===== config.mk =====
export PLATFORM = sky130hd
export DESIGN_NAME = bht_update_ctrl_flat
export DESIGN_NICKNAME = d
export VERILOG_FILES = /design/src/rtl/bht_update_ctrl_if.sv /design/src/rtl/bht_update_ctrl.sv /design/src/flat_wrapper.sv
export SDC_FILE = /design/constraint.sdc
export NUM_CORES = 1
export LEC_CHECK = 0
export ABC_AREA = 0
export BUFFER_PORTS_ARGS = -buffer_cell sky130_fd_sc_hd__buf_2
export CAP_MARGIN = 20
export CORE_MARGIN = 3
export CORE_UTILIZATION = 25
export CTS_CLUSTER_SIZE = 25
export DETAILED_ROUTE_END_ITERATION = 12
export PLACE_DENSITY = 0.4
export SLEW_MARGIN = 20
export SYNTH_ARGS = -nofsm -noshare
export SYNTH_HDL_FRONTEND = slang
export SYNTH_SLANG_ARGS = --single-unit

===== constraint.sdc =====
create_clock -name clk -period 2.41 [get_ports clk]
set_clock_uncertainty 0.2 [all_clocks]
set_input_delay 0.482 -clock clk [delete_from_list [all_inputs] [get_ports clk]]
set_output_delay 0.482 -clock clk [all_outputs]
set_load 0.005 [all_outputs]

===== src/rtl/bht_update_ctrl_if.sv =====
// Lookup (IF side) and resolution (EX side) handshake bundle for bht_update_ctrl.
// master = core pipeline, slave = BHT sequencer.
interface bht_update_ctrl_if #(
  parameter int unsigned IDX_W = 3
) ();
  logic             lookup_valid;
  logic [IDX_W-1:0] lookup_idx;
  logic             lookup_ready;
  logic             pred_valid;
  logic             pred_taken;
  logic             upd_valid;
  logic [IDX_W-1:0] upd_idx;
  logic             upd_taken;
  logic             upd_pred;
  logic             upd_ready;

  modport master (
    output lookup_valid, lookup_idx, upd_valid, upd_idx, upd_taken, upd_pred,
    input  lookup_ready, pred_valid, pred_taken, upd_ready
  );

  modport slave (
    input  lookup_valid, lookup_idx, upd_valid, upd_idx, upd_taken, upd_pred,
    output lookup_ready, pred_valid, pred_taken, upd_ready
  );
endinterface


===== src/rtl/bht_update_ctrl.sv =====
// Single-port 2-bit-counter BHT sequencer: clears the table after reset, serves lookups,
// queues resolutions and drains them when the port is free. BHT_STATS_EN adds mispred_cnt.
module bht_update_ctrl #(
  parameter int unsigned IDX_W      = 3,
  parameter int unsigned QDEPTH     = 2,
  parameter logic [1:0]  INIT_STATE = 2'b01
) (
  input  logic                    clk,
  input  logic                    arst_n,
  bht_update_ctrl_if.slave        bus,
  output logic                    init_busy
`ifdef BHT_STATS_EN
  ,
  output logic [15:0]             mispred_cnt
`endif
);

  localparam int unsigned DEPTH = 1 << IDX_W;
  localparam int unsigned PTR_W = (QDEPTH > 1) ? $clog2(QDEPTH) : 1;
  localparam int unsigned CNT_W = $clog2(QDEPTH + 1);
  localparam logic [IDX_W-1:0] LAST_IDX = IDX_W'(DEPTH - 1);
  localparam logic [PTR_W-1:0] LAST_PTR = PTR_W'(QDEPTH - 1);
  localparam logic [CNT_W-1:0] FULL_CNT = CNT_W'(QDEPTH);

  typedef enum logic [0:0] {
    ST_INIT = 1'b0,
    ST_RUN  = 1'b1
  } state_e;

  state_e           state_q;
  logic [IDX_W-1:0] init_ptr_q;
  logic             init_busy_q;

  logic [1:0]       table_q  [DEPTH];
  logic [IDX_W-1:0] q_idx_q  [QDEPTH];
  logic             q_taken_q[QDEPTH];

  logic [PTR_W-1:0] rd_ptr_q, rd_ptr_d;
  logic [PTR_W-1:0] wr_ptr_q, wr_ptr_d;
  logic [CNT_W-1:0] count_q, count_d;
  logic             rdy_q, rdy_d;
  logic             pred_valid_q, pred_valid_d;
  logic             pred_taken_q, pred_taken_d;

  logic             run_s;
  logic             run_next_s;
  logic             lookup_acc_s;
  logic             upd_acc_s;
  logic             drain_s;
  logic [IDX_W-1:0] drain_idx_s;
  logic             drain_taken_s;
  logic [1:0]       drain_ctr_s;

  function automatic logic [1:0] sat_ctr(input logic [1:0] ctr, input logic taken);
    logic [1:0] res;
    if (taken) begin
      if (ctr == 2'b11) res = 2'b11;
      else              res = ctr + 2'b01;
    end else begin
      if (ctr == 2'b00) res = 2'b00;
      else              res = ctr - 2'b01;
    end
    return res;
  endfunction

  function automatic logic [PTR_W-1:0] ptr_inc(input logic [PTR_W-1:0] ptr);
    logic [PTR_W-1:0] res;
    if (ptr == LAST_PTR) res = '0;
    else                 res = ptr + PTR_W'(1);
    return res;
  endfunction

  // Table-clear sequencer: walks every entry once, then stays in RUN until reset.
  always_ff @(posedge clk) begin
    if (!arst_n) begin
      state_q     <= ST_INIT;
      init_ptr_q  <= '0;
      init_busy_q <= 1'b1;
    end else begin
      case (state_q)
        ST_INIT: begin
          init_ptr_q <= init_ptr_q + IDX_W'(1);
          if (init_ptr_q == LAST_IDX) begin
            state_q     <= ST_RUN;
            init_busy_q <= 1'b0;
          end else begin
            state_q     <= ST_INIT;
            init_busy_q <= 1'b1;
          end
        end
        ST_RUN: begin
          state_q     <= ST_RUN;
          init_ptr_q  <= init_ptr_q;
          init_busy_q <= 1'b0;
        end
        default: begin
          state_q     <= ST_INIT;
          init_ptr_q  <= '0;
          init_busy_q <= 1'b1;
        end
      endcase
    end
  end

  // Port arbitration and queue bookkeeping; rdy_q is precomputed so ready never depends on inputs.
  always_comb begin
    run_s         = (state_q == ST_RUN);
    run_next_s    = run_s || ((state_q == ST_INIT) && (init_ptr_q == LAST_IDX));
    lookup_acc_s  = bus.lookup_valid && rdy_q;
    upd_acc_s     = bus.upd_valid && rdy_q;
    drain_s       = run_s && (count_q != '0) && (!rdy_q || !bus.lookup_valid);
    drain_idx_s   = q_idx_q[rd_ptr_q];
    drain_taken_s = q_taken_q[rd_ptr_q];
    drain_ctr_s   = sat_ctr(table_q[drain_idx_s], drain_taken_s);

    if (drain_s) rd_ptr_d = ptr_inc(rd_ptr_q);
    else         rd_ptr_d = rd_ptr_q;

    if (upd_acc_s) wr_ptr_d = ptr_inc(wr_ptr_q);
    else           wr_ptr_d = wr_ptr_q;

    case ({upd_acc_s, drain_s})
      2'b10:   count_d = count_q + CNT_W'(1);
      2'b01:   count_d = count_q - CNT_W'(1);
      default: count_d = count_q;
    endcase

    if (run_next_s) rdy_d = (count_d != FULL_CNT);
    else            rdy_d = 1'b0;

    pred_valid_d = lookup_acc_s;
    if (lookup_acc_s) pred_taken_d = table_q[bus.lookup_idx][1];
    else              pred_taken_d = 1'b0;
  end

  // Control registers; reset empties the queue and drops any pending prediction.
  always_ff @(posedge clk) begin
    if (!arst_n) begin
      rd_ptr_q     <= '0;
      wr_ptr_q     <= '0;
      count_q      <= '0;
      rdy_q        <= 1'b0;
      pred_valid_q <= 1'b0;
      pred_taken_q <= 1'b0;
    end else begin
      rd_ptr_q     <= rd_ptr_d;
      wr_ptr_q     <= wr_ptr_d;
      count_q      <= count_d;
      rdy_q        <= rdy_d;
      pred_valid_q <= pred_valid_d;
      pred_taken_q <= pred_taken_d;
    end
  end

  // Table and queue storage; contents are rebuilt by INIT, so no reset values are needed.
  always_ff @(posedge clk) begin
    if (arst_n) begin
      if (state_q == ST_INIT) begin
        table_q[init_ptr_q] <= INIT_STATE;
      end else if (drain_s) begin
        table_q[drain_idx_s] <= drain_ctr_s;
      end
      if (upd_acc_s) begin
        q_idx_q[wr_ptr_q]   <= bus.upd_idx;
        q_taken_q[wr_ptr_q] <= bus.upd_taken;
      end
    end
  end

`ifdef BHT_STATS_EN
  logic [15:0] mispred_q;

  // Saturating count of accepted resolutions whose used prediction was wrong.
  always_ff @(posedge clk) begin
    if (!arst_n) begin
      mispred_q <= 16'h0000;
    end else if (upd_acc_s && (bus.upd_pred != bus.upd_taken) && (mispred_q != 16'hFFFF)) begin
      mispred_q <= mispred_q + 16'h0001;
    end else begin
      mispred_q <= mispred_q;
    end
  end

  assign mispred_cnt = mispred_q;
`else
  logic unused_upd_pred_s;
  assign unused_upd_pred_s = bus.upd_pred;
`endif

  assign bus.lookup_ready = rdy_q;
  assign bus.upd_ready    = rdy_q;
  assign bus.pred_valid   = pred_valid_q;
  assign bus.pred_taken   = pred_taken_q;
  assign init_busy        = init_busy_q;

endmodule


===== src/flat_wrapper.sv =====
// flat-port wrapper written by rule: the top's interface ports become plain ports
module bht_update_ctrl_flat 
#(
  parameter int unsigned IDX_W      = 3,
  parameter int unsigned QDEPTH     = 2,
  parameter logic [1:0]  INIT_STATE = 2'b01
)
  (clk, arst_n, init_busy, bus_lookup_valid, bus_lookup_idx, bus_upd_valid, bus_upd_idx, bus_upd_taken, bus_upd_pred, bus_lookup_ready, bus_pred_valid, bus_pred_taken, bus_upd_ready);
  bht_update_ctrl_if #(.IDX_W(IDX_W)) bus_i ();
  input  logic clk;
  input  logic arst_n;
  output logic init_busy;
  input wire logic [$bits(bus_i.lookup_valid)-1:0] bus_lookup_valid;
  input wire logic [$bits(bus_i.lookup_idx)-1:0] bus_lookup_idx;
  input wire logic [$bits(bus_i.upd_valid)-1:0] bus_upd_valid;
  input wire logic [$bits(bus_i.upd_idx)-1:0] bus_upd_idx;
  input wire logic [$bits(bus_i.upd_taken)-1:0] bus_upd_taken;
  input wire logic [$bits(bus_i.upd_pred)-1:0] bus_upd_pred;
  output wire logic [$bits(bus_i.lookup_ready)-1:0] bus_lookup_ready;
  output wire logic [$bits(bus_i.pred_valid)-1:0] bus_pred_valid;
  output wire logic [$bits(bus_i.pred_taken)-1:0] bus_pred_taken;
  output wire logic [$bits(bus_i.upd_ready)-1:0] bus_upd_ready;
  assign bus_i.lookup_valid = bus_lookup_valid;
  assign bus_i.lookup_idx = bus_lookup_idx;
  assign bus_i.upd_valid = bus_upd_valid;
  assign bus_i.upd_idx = bus_upd_idx;
  assign bus_i.upd_taken = bus_upd_taken;
  assign bus_i.upd_pred = bus_upd_pred;
  assign bus_lookup_ready = bus_i.lookup_ready;
  assign bus_pred_valid = bus_i.pred_valid;
  assign bus_pred_taken = bus_i.pred_taken;
  assign bus_upd_ready = bus_i.upd_ready;
  bht_update_ctrl #(.IDX_W(IDX_W), .QDEPTH(QDEPTH), .INIT_STATE(INIT_STATE)) u_core (.clk(clk), .arst_n(arst_n), .bus(bus_i), .init_busy(init_busy));
endmodule

==> results of run 1 <==
-- power breakdown --
| group | internal, mW | switching [mW] | leakage (nW) |
|---|---|---|---|
| clock network | 0.305 | 0.231 | 0.0518 |
| logic | 0.0285 | 0.0306 | 0.457 |
| registers | 0.680 | 0.00782 | 0.323 |
-- Yosys cell counts, types with 2 or more instances --
library cell	number
a211oi_1	2
a21oi_1	7
and2_1	5
and2_2	3
and2b_1	3
and2b_2	3
dfxtp_1	13
edfxtp_1	24
ha_1	3
mux2_4	2
mux2i_1	5
mux4_2	2
nand2_1	15
nand2_2	2
nand2b_1	2
nor2_1	7
nor2b_1	5
nor3_1	2
nor3b_1	6
o21ai_0	4
o22ai_1	5
o32ai_1	2
or2_1	2
xnor2_1	3
xor2_1	2
-- critical path, stage by stage, from the launching register on --
cell,delay (ps)
edfxtp_1,440
buf_4,160
and2b_2,200
o22ai_1,160
a21oi_1,80
o32ai_2,340
nand2_1,120
a2bb2oi_1,160
buf_4,160
-- timing repair --
| action | 4_1_cts | 5_1_grt |
|---|---|---|
| setup buffers | 0 | 5 |
| gates resized for setup | 1 | 1 |
| setup endpoints to repair | 16 | 16 |
| gates cloned | 0 | 0 |
| hold endpoints to repair | 0 | 0 |
-- area by class of cell --
cell class	count	area (um2)	share of cell area
clock buffers	5	68.8	0.0312
clock inverters	3	41.3	0.0187
inverters	1	3.75	0.00170
multi-input cells	106	787	0.357
flip-flops and latches	37	982	0.445
well taps	96	120	0.0545
repair buffers	32	203	0.0919
-- layer usage --
metal,wire length [um],vias up,part of all wire
li1,-,607,-
met1,1830,579,0.48
met2,1750,22,0.46
met3,148,5,0.039
met4,53,0,0.014
met5,0,-,0
-- path summary, 6_finish.rpt --
kind | startpoint | to | slack [ps] | cells after the start
setup / recovery | u_core.q_idx_q[1][0] | u_core.table_q[2][0] | 160 | 8
hold / removal | bus_upd_taken | u_core.q_taken_q[0] | 180 | 1
setup reg to reg | u_core.q_idx_q[1][0] | u_core.table_q[2][0] | 160 | 8
hold reg to reg | u_core.init_ptr_q[0] | u_core.init_ptr_q[0] | 340 | 2
-- cell families (layout without fill, tap and decap cells) --
family,count (synthesis),in the layout,share of synthesized area
fa+ha+maj,3,3,0.0210
mux,12,12,0.0964
simple gates,59,59,0.189
flops,37,37,0.547
buf+inv,5,41,0.0175
xor+xnor,5,5,0.0244
compound gates,27,27,0.105
-- registers in the layout, indices dropped and copies added (netlist names), 2 cells and up, named ones only --
register           flops
u_core.table_q        16
u_core.q_taken_q       2
u_core.count_q         2
u_core.init_ptr_q      3
u_core.q_idx_q         6
-- through the flow --
| stage | cell area [um2] | utilization | worst slack (ps) | hold slack (ps) |
|---|---|---|---|---|
| 5_1_grt | 2210 | 0.321 | -14.2 | 171 |
| 4_1_cts | 2160 | 0.315 | 43.9 | 174 |
| 2_1_floorplan | 1790 | - | 367 | 304 |
| 3_5_place_dp | 2050 | 0.298 | -25.9 | 327 |
| 3_3_place_gp | 2050 | 0.298 | 42.7 | 321 |
| 6_report | 2210 | 0.321 | 163 | 176 |
==> impl_metrics.py, run 1 <==
metrics = {
    "synth": {
        "syn_area_mm2": 0.00179,
        "yosys.cell_types.count": 44,
        "syn_area_per_cell_um2": 12.1,
        "netlist_instances": 148,
        "synthTopCellsByArea": "edfxtp_1 (40%), dfxtp_1 (15%), nand2_1 (3.1%)",
        "ys_seq_area_frac": 0.547,
        "ys_ff_latch": 37,
        "netlist.area_leader.share": 0.402,
        "yosysWarnings": 0,
        "syn-num-nets": 163,
        "synthArstFlopShare": 0,
        "synth_flop_cell": "edfxtp_1",
        "yosysTopAreaCell": "edfxtp_1",
        "synth-edff-count": 24,
    },
    "floorplan": {
        "die_area_mm2": 0.00822,
        "io_pins": 17,
        "initial_core_util": 0.261,
        "die_width_um": 90.7,
        "num_rows": 30,
        "core_area_mm2": 0.00687,
        "die_h_um": 90.7,
    },
    "drt": {
        "vias": 1213,
        "drt_iter0_markers": 51,
        "route.detailed.drc": 0,
        "wl_um": 3780,
        "drt_pass1_iterations": 4,
        "wl_per_cell_um": 13.5,
        "vias_per_cell": 4.33,
        "ant_nets": 0,
    },
    "clock_tree": {
        "numCtsBuffers": 5,
        "cts_num_sinks": 37,
        "clock_latency_ps": 290,
        "cts_buffer_depth": 2,
        "cts_tree": "built",
        "cts-root-buf": "clkbuf_8",
        "h-tree-depth": 2,
        "path_clk_slew_ps": 80,
        "cts_hold_buf": 0,
    },
    "timing": {
        "fmax_mhz": 445,
        "finalHoldViolations": 0,
        "period_minus_slack_ps": 2250,
        "max_slew_margin": 0.582,
        "setup_tns_ps": 0,
        "drv_slew": 0,
        "finalSetupViolations": 0,
        "final.period_utilization": 0.932,
        "worst_pin_slew_ps": 625,
    },
    "run": {
        "drv_cap": 0,
    },
    "power": {
        "leakage_nw": 0.831,
        "power.density_mw_per_mm2": 582,
        "finalPower_mw": 1.28,
        "max-vdd-ir-drop_v": 0.000219,
    },
    "critical_path": {
        "path_max_fanout": 6,
        "arrival_ps": 2100,
        "endpoint_kind": "flop",
        "startpoint_type": "flop",
        "path_class": "flop to flop",
        "cp.required_ps": 2260,
    },
    "final_layout": {
        "diodes": 0,
        "fill_cells": 710,
        "layout_commonest_cell": "edfxtp_1",
        "final_nets": 198,
        "drive_gt1_frac": 0.321,
        "area_growth_pct": 23.1,
        "layout.cells.non_filler": 280,
        "final_cell_mix": "edfxtp_1 (24), buf_4 (17), nand2_1 (15), buf_2 (15), dfxtp_1 (12)",
    },
    "hold_path": {
        "hold_class": "primary input to flop",
    },
    "status": {
        "status": "finished, final reports clean",
    },
    "grt": {
        "grt_use_met2": 0.149,
        "grt_overflow": 0,
        "top_usage_layer": "met2",
        "grt_max_degree": 15,
        "first_global_vias": 1205,
        "antenna_found_initial": 0,
        "use_met1": 0.130,
        "grt_use_met3": 0.0308,
        "grt_pass1_wl_um": 6130,
        "grt_usage": 0.0976,
    },
    "place": {
        "place.gp.congestion": 0.763,
        "dp.cells": 267,
        "io_buffers": 15,
        "dp_hpwl_um": 2880,
    },
}
No activity file was read; power rests on OpenSTA's default activity.
==> run 2: changes to the inputs <==
- CORE_ASPECT_RATIO: unset -> 1.1
==> impl_metrics.py, run 2 (synthesis gave the netlist of run 1 again) <==
metrics = {
    "timing": {
        "worst_pin_slew_ps": 645,
        "final.period_utilization": 0.943,
        "fmax_mhz": 440,
        "hold_slack_ps": 188,
        "period_minus_slack_ps": 2270,
        "drv_slew": 0,
        "finalSetupViolations": 0,
        "finalHoldViolations": 0,
        "max_slew_margin": 0.569,
        "setup_tns_ps": 0,
    },
    "final_layout": {
        "area_growth_pct": 21.6,
        "top_regs": "u_core.table_q (16), u_core.q_idx_q (6), u_core.init_ptr_q (3)",
        "drive_gt1_frac": 0.319,
        "diodes": 0,
        "layout_commonest_cell": "edfxtp_1",
        "final_cell_mix": "edfxtp_1 (24), nand2_1 (15), buf_2 (15), buf_4 (15), dfxtp_1 (12)",
        "largest_reg_flops": 16,
        "final_nets": 196,
        "regMostFlops": "u_core.table_q",
    },
    "power": {
        "netSwitchingFraction": 0.203,
        "finalPower_mw": 1.27,
        "power.density_mw_per_mm2": 583,
        "clockPowerShare": 0.412,
        "internal-power_mw": 1.01,
        "p_switching_mw": 0.258,
        "power_frac_comb": 0.047,
        "leakage_nw": 0.823,
        "pwr-share-seq": 0.541,
        "max-vdd-ir-drop_v": 0.000247,
    },
    "critical_path": {
        "regToRegSetupSlack_ps": 140,
        "cp.required_ps": 2360,
        "timing.critical_path.from": "u_core.q_idx_q[0][0]",
        "arrival_ps": 2230,
        "ff2ff_path_depth": 8,
        "startpoint_type": "flop",
        "path_class": "flop to flop",
        "path_max_fanout": 8,
        "endpoint_kind": "flop",
        "r2r_end": "u_core.table_q[4][1]",
        "cp-endpoint": "u_core.table_q[4][1]",
        "r2r-start": "u_core.q_idx_q[0][0]",
    },
    "clock_tree": {
        "h-tree-depth": 2,
        "numCtsBuffers": 5,
        "cts_hold_buf": 0,
        "cts_tree": "built",
        "cts_buffer_depth": 2,
        "cts-root-buf": "clkbuf_8",
        "cts_num_sinks": 37,
        "path_clk_slew_ps": 80,
        "clock_latency_ps": 280,
    },
    "place": {
        "place.gp.congestion": 0.761,
        "dp_hpwl_um": 2920,
        "io_buffers": 15,
    },
    "grt": {
        "antenna_found_initial": 0,
        "grt_pass1_wl_um": 6270,
        "grt_max_degree": 15,
        "grt_overflow": 0,
        "first_global_vias": 1243,
        "grt_usage": 0.102,
    },
    "drt": {
        "drt_pass1_iterations": 4,
        "vias": 1198,
        "wl_per_cell_um": 14.5,
        "drt_iter0_markers": 38,
        "route.detailed.drc": 0,
        "ant_nets": 0,
        "wl_um": 3820,
        "vias_per_cell": 4.54,
    },
    "floorplan": {
        "core_area_mm2": 0.00675,
        "initial_core_util": 0.265,
        "die_h_um": 94.8,
        "io_pins": 17,
        "die_area_mm2": 0.00822,
        "die_width_um": 86.7,
        "num_rows": 31,
    },
    "status": {
        "status": "finished, final reports clean",
    },
    "run": {
        "drv_cap": 0,
    },
    "hold_path": {
        "hold_class": "primary input to flop",
    },
}
## run 2: changes by cell type in the layout (fill, tap and decap cells not counted), sizes merged
cell | before | now
buf | 32 | 30
## run 2: final cells by class
cell class              count  area [um2]
clock buffers               5        68.8
clock inverters             3        41.3
fillers                   685        4570
inverters                   1        3.75
multi-input cells         106         793
flip-flops and latches     37         982
well taps                  82         103
repair buffers             30         188
## run 2: what timing repair did
item | 4_1_cts | 5_1_grt
gates resized for setup | 1 | 2
setup buffers | 0 | 3
endpoints found under the setup margin | 16 | 16
pin swaps | 0 | 0
hold endpoints to repair | 0 | 0
## run 2: per-layer routing
layer | global-route usage | up-vias | share of wire
li1 | - | 605 | -
met1 | 0.127 | 562 | 0.45
met4 | 0.0494 | 0 | 0.026
met2 | 0.166 | 21 | 0.49
met3 | 0.0218 | 10 | 0.030
met5 | 0 | - | 0
## run 2: critical path, stage by stage (launching register included)
cell,delay (ps)
edfxtp_1,450
buf_4,190
mux2i_4,240
nand2_1,90
a21oi_1,240
o32ai_2,140
or2_1,260
o2bb2ai_1,160
buf_4,170
## run 2: power by group through the flow
stage	logic, mW	clock network, mW	registers (mW)
after global placement	0.0583	0	0.702
after global routing	0.0685	0.571	0.689
final	0.0598	0.524	0.688
after CTS	0.0601	0.541	0.688
after floorplan	0.0376	0	0.699
after detailed placement	0.0601	0	0.703
## run 2: how the worst min path moves through the flow
| stage | start | endpoint | slack, ps | cells after the start |
|---|---|---|---|---|
| 6_report | bus_upd_idx[0] | u_core.q_idx_q[0][0] | 190 | 1 |
| 5_1_grt | bus_upd_idx[0] | u_core.q_idx_q[0][0] | 170 | 1 |
| 3_5_place_dp | u_core.init_ptr_q[0] | u_core.init_ptr_q[0] | 330 | 2 |
| 3_3_place_gp | u_core.init_ptr_q[0] | u_core.init_ptr_q[0] | 320 | 2 |
| 4_1_cts | bus_upd_taken | u_core.q_taken_q[0] | 180 | 1 |
| 2_1_floorplan | u_core.init_ptr_q[0] | u_core.init_ptr_q[0] | 300 | 2 |
## run 2: per-stage QoR
stage / area (um2) / util / cells / setup WS [ps]
detailed placement: 2030 / 0.301 / 253 / -31.2
floorplan: 1790 / - / 148 / 367
global route: 2180 / 0.323 / 264 / -6.13
CTS: 2140 / 0.318 / 261 / 42.6
global placement: 2030 / 0.301 / 253 / 45.2
finish: 2180 / 0.323 / 264 / 137
